--- src/rtl/fft_pkg.sv ---
// Shared sizes and lane helpers for the radix-4 stage-1 to stage-2 transpose buffer.
package fft_pkg;

    localparam int LANE_W = 34;
    localparam int NLANE  = 4;
    localparam int WORD_W = LANE_W * NLANE;

    localparam logic [2:0] ROT_STAGE2_BASE = 3'b100;

    function automatic logic [LANE_W-1:0] lane_sel(input logic [WORD_W-1:0] word,
                                                   input logic [1:0]        k);
        return word[LANE_W*k +: LANE_W];
    endfunction

endpackage

--- src/rtl/fft_transpose_bank.sv ---
// One 4-word register bank; the read port gathers lane `lane` of every stored word.
module fft_transpose_bank
    import fft_pkg::*;
(
    input  logic              clk,
    input  logic              rst_n,
    input  logic              we,
    input  logic [1:0]        waddr,
    input  logic [WORD_W-1:0] wdata,
    input  logic [1:0]        lane,
    output logic [WORD_W-1:0] rdata
);

    logic [WORD_W-1:0] mem [NLANE];

    always_ff @(posedge clk or negedge rst_n) begin
        if (!rst_n) begin
            for (int i = 0; i < NLANE; i++) begin
                mem[i] <= '0;
            end
        end else if (we) begin
            mem[waddr] <= wdata;
        end
    end

    // Output lane i comes from stored word i, so a column of the 4x4 lane matrix becomes a row.
    always_comb begin
        rdata = '0;
        for (int i = 0; i < NLANE; i++) begin
            rdata[LANE_W*i +: LANE_W] = lane_sel(mem[i], lane);
        end
    end

endmodule

--- src/rtl/fft_stage_transpose.sv ---
// Ping-pong transpose buffer between radix-4 stage 1 and stage 2.
// Optional frame-start checking is enabled with FFT_TRANSPOSE_FRAME_CHECK_EN.
module fft_stage_transpose
    import fft_pkg::*;
(
    input  logic              clk,
    input  logic              rst_n,
    input  logic              in_valid,
    output logic              in_ready,
    input  logic [WORD_W-1:0] in_data,
`ifdef FFT_TRANSPOSE_FRAME_CHECK_EN
    input  logic              in_first,
    output logic              frame_err,
`endif
    output logic              out_valid,
    input  logic              out_ready,
    output logic [WORD_W-1:0] out_data,
    output logic [2:0]        out_rotation,
    output logic              out_last
);

    logic              wbank;
    logic              rbank;
    logic [1:0]        wcnt;
    logic [1:0]        rcnt;
    logic [1:0]        full;
    logic [1:0]        waddr;
    logic              wr_fire;
    logic              rd_fire;
    logic [WORD_W-1:0] rdata0;
    logic [WORD_W-1:0] rdata1;

    assign in_ready  = !full[wbank];
    assign out_valid = full[rbank];
    assign wr_fire   = in_valid && in_ready;
    assign rd_fire   = out_valid && out_ready;

`ifdef FFT_TRANSPOSE_FRAME_CHECK_EN
    // A frame marker always restarts the fill at word 0, dropping any partial frame.
    assign waddr = in_first ? 2'd0 : wcnt;

    always_ff @(posedge clk or negedge rst_n) begin
        if (!rst_n) begin
            frame_err <= 1'b0;
        end else if (wr_fire && ((in_first && wcnt != 2'd0) || (!in_first && wcnt == 2'd0))) begin
            frame_err <= 1'b1;
        end
    end
`else
    assign waddr = wcnt;
`endif

    // Writer and reader never own the same bank at once, so set and clear of full never collide.
    always_ff @(posedge clk or negedge rst_n) begin
        if (!rst_n) begin
            wbank <= 1'b0;
            rbank <= 1'b0;
            wcnt  <= 2'd0;
            rcnt  <= 2'd0;
            full  <= 2'b00;
        end else begin
            if (wr_fire) begin
                if (waddr == 2'd3) begin
                    full[wbank] <= 1'b1;
                    wbank       <= !wbank;
                    wcnt        <= 2'd0;
                end else begin
                    wcnt <= waddr + 2'd1;
                end
            end
            if (rd_fire) begin
                if (rcnt == 2'd3) begin
                    full[rbank] <= 1'b0;
                    rbank       <= !rbank;
                    rcnt        <= 2'd0;
                end else begin
                    rcnt <= rcnt + 2'd1;
                end
            end
        end
    end

    fft_transpose_bank u_bank0 (
        .clk   (clk),
        .rst_n (rst_n),
        .we    (wr_fire && !wbank),
        .waddr (waddr),
        .wdata (in_data),
        .lane  (rcnt),
        .rdata (rdata0)
    );

    fft_transpose_bank u_bank1 (
        .clk   (clk),
        .rst_n (rst_n),
        .we    (wr_fire && wbank),
        .waddr (waddr),
        .wdata (in_data),
        .lane  (rcnt),
        .rdata (rdata1)
    );

    assign out_data     = rbank ? rdata1 : rdata0;
    assign out_rotation = ROT_STAGE2_BASE | {1'b0, rcnt};
    assign out_last     = (rcnt == 2'd3);

endmodule
--- config.mk ---
export PLATFORM = sky130hd
export DESIGN_NAME = fft_stage_transpose
export DESIGN_NICKNAME = d
export VERILOG_FILES = /design/src/rtl/fft_pkg.sv /design/src/rtl/fft_transpose_bank.sv /design/src/rtl/fft_stage_transpose.sv
export SDC_FILE = /design/constraint.sdc
export NUM_CORES = 1
export LEC_CHECK = 0
export BUFFER_PORTS_ARGS = -buffer_cell sky130_fd_sc_hd__clkbuf_2
export CAP_MARGIN = 0
export CORE_MARGIN = 1
export CORE_UTILIZATION = 30
export DETAILED_ROUTE_END_ITERATION = 10
export PLACE_DENSITY_LB_ADDON = 0.2
export SYNTH_ARGS = -nofsm -noshare
export SYNTH_HDL_FRONTEND = slang
export SYNTH_SLANG_ARGS = --single-unit
--- constraint.sdc ---
create_clock -name clk -period 4.54 [get_ports clk]
set_input_delay 0.227 -clock clk [delete_from_list [all_inputs] [get_ports clk]]
set_output_delay 0.227 -clock clk [all_outputs]
set_load 0.02 [all_outputs]
==> impl_metrics.json <==
{
  "cts_resized": 0,
  "timing.fmax_ghz": 0.289,
  "skew_ns": 0.0271,
  "slew_headroom_pct": 34.9,
  "postRouteAntennaNets": 0,
  "vdd_drop_max_mv": 0.413,
  "synth_cell_types": 24,
  "clockRootBuffer": "clkbuf_16",
  "h-tree-depth": 4,
  "wire_per_inst_um": 21.9,
  "wl_met2_um": 57000,
  "wl_met1_um": 56500,
  "drc": 0,
  "hpwl_um": 70800,
  "period_minus_slack_ns": 3.46,
  "worst_slew_pin_slew_ns": 0.976,
  "clk_pin_slew_worst_paths_ns": 0.06,
  "top_layer": "met5",
  "netlist_top_cells_count": "mux2_2 (1197), dfrtp_1 (1096), mux4_2 (272)",
  "rsz0062_at_grt": "false",
  "grt_pass1_vias": 29000,
  "tns_ns": 0,
  "die_y_um": 405,
  "grt_antenna_before_repair": 4,
  "worstPathRequired_ns": 4.31,
  "end_kind": "output port",
  "status": "complete, no violations",
  "postSynthCellCount": 2832,
  "fin_crit_sh_pct": 76.3,
  "final_max_slew_viol_count": 0,
  "io-pin-count": 282,
  "leakage_nw": 24.9,
  "wl_met3_um": 5120,
  "cp_cell_sequence": "buf_4 > mux4_2 > mux2_2 > clkbuf_2",
  "cts_tree": "done",
  "path_max_fanout": 26,
  "fill_cells": 15500,
  "die-area_sq_mm": 0.164,
  "row_count": 147,
  "via_count": 26600,
  "synth_most_common_cell": "mux2_2",
  "slowest_delay_ns": 0.78,
  "syn_area_per_cell_sq_um": 17.2,
  "path_class": "flip-flop to output port",
  "cts_max_path_buffers": 3,
  "grt_max_degree": 133,
  "drtIter0Drc": 1195,
  "grt_usage_pct": 15.1,
  "pre_cts_ws_ns": 1.75,
  "gr-total-overflow": 0,
  "areaGrowthSynthToFinish_pct": 19.7,
  "drive_gt1_share_pct": 60.4,
  "insertion_delay_ns": 0.75,
  "finalHoldViolations": 0,
  "first_pass_iters": 4,
  "portBuffers": 280,
  "ys.warnings.count": 0,
  "synth_area_sq_mm": 0.0488,
  "ys_seq_elements": 1096,
  "viasPerCell": 4.82,
  "initial_core_util_pct": 30.3,
  "synth_top_flop_cell": "dfrtp_1",
  "start_kind": "flip-flop",
  "fin_ws_ns": 1.08,
  "timing.rr.start": "wbank",
  "seq_area_frac_synth_pct": 56.2,
  "setup_viol": 0,
  "syn_nets": 2977,
  "synthTopCellsByArea": "dfrtp_1 (56%), mux2_2 (28%), mux4_2 (13%)",
  "layout.nets": 3387,
  "place.gp.congestion": 0.683,
  "worst_hold_path_type": "primary input to asynchronous set/reset pin",
  "startpoint": "rbank",
  "coreArea_sq_mm": 0.161,
  "worstPathArrival_ns": 3.24,
  "cts_sinks": 1096,
  "yosysTopAreaCell": "dfrtp_1",
  "die_w_um": 405,
  "maxCapViolations": 0,
  "whs_ns": 0.131,
  "synth_top_area_share_pct": 56.2,
  "cts_buffers": 134,
  "cpMaxStageDelayCell": "dfrtp_4",
  "wirelength_um": 121000,
  "synth_edf_count": 0,
  "synthArstFlopShare_pct": 100,
  "p_per_area_mw_per_mm2": 804,
  "grt_first_pass_wirelength_um": 189000
}
-- worst max-delay path: cells and delay by family, from the launching register on --
kind,cells,cell delay [ns]
multiplexers,2,0.91
flip-flops,1,0.78
buffers and inverters,2,0.76
-- layout make-up --
class / count / area, sq um / area share (%)
flip-flops and latches: 1096 / 27400 / 47.0
multi-input cells: 1534 / 20200 / 34.6
clock buffers: 198 / 3930 / 6.72
repair buffers: 474 / 3600 / 6.17
well taps: 2160 / 2700 / 4.62
clock inverters: 42 / 517 / 0.884
inverters: 2 / 7.51 / 0.0128
diodes: 2 / 5.00 / 0.00856
-- what timing repair did --
| action | 4_1_cts | 5_1_grt |
|---|---|---|
| endpoints found under the hold margin | 1156 | 0 |
| hold buffers | 139 | 0 |
| buffers inserted | 0 | 0 |
-- power breakdown --
group | switching, W | leakage (nW) | internal, W
Clock | 0.00424 | 2.19 | 0.00651
Sequential | 0.00251 | 13.3 | 0.0146
Combinational | 0.00860 | 9.35 | 0.0105
Total | 0.0154 | 24.9 | 0.0317
-- path summary, 6_finish.rpt --
path,cells past startpoint,slack [ns],endpoint
worst max-delay path,4,1.08,out_data[66]
min in group clk,3,0.37,u_bank1.mem[395]
worst min-delay path,2,0.13,u_bank1.mem[8]
max in group asynchronous,3,3.11,u_bank1.mem[531]
worst min register to register,1,0.48,u_bank0.mem[101]
worst max register to register,4,1.89,u_bank1.mem[0]
-- kinds of logic after synthesis --
family	share of synthesized area, %
buffers and inverters	2.55
AO/OA/AOI/OAI	0.0564
other	0.00768
flip-flops	56.2
multiplexers	40.9
AND/OR/NAND/NOR	0.205
adder cells (fa/ha/maj)	0.128
-- stage by stage --
step	std cells	utilization (%)	area (sq um)	total power, W
after global placement	5127	32.6	52600	0.0365
after CTS	5506	36.3	58400	0.0480
final	5508	36.3	58400	0.0470
after global routing	5506	36.3	58400	0.0500
after detailed placement	5127	32.6	52600	0.0368
after floorplan	2832	-	48800	0.0309
-- layout by cell type (no fill, tap or decap), types with 3 or more instances in the layout --
cell type	n
mux2_2	1197
dfrtp_1	1093
clkbuf_2	279
mux4_2	272
dlygate4sd3_1	139
clkbuf_16	137
clkbuf_1	34
mux2_1	32
buf_12	31
clkbuf_8	27
buf_4	24
clkinv_2	19
nand2_1	9
bufinv_16	9
inv_6	7
ha_1	5
nor3_2	4
nand3_4	4
clkinv_8	4
dfrtp_4	3
-- metal layers --
layer | track usage [%] | vias up
met5 | 0 | -
met4 | 3.60 | 2
met3 | 3.32 | 158
met2 | 23.9 | 354
met1 | 21.0 | 14500
li1 | - | 11500
-- state kept, by name, indices dropped and copies added (netlist names) --
name,flops
u_bank0.mem,544
full,2
u_bank1.mem,544
rcnt,2
waddr,2
wbank,1
rbank,1
No activity file was read; power rests on OpenSTA's default activity.
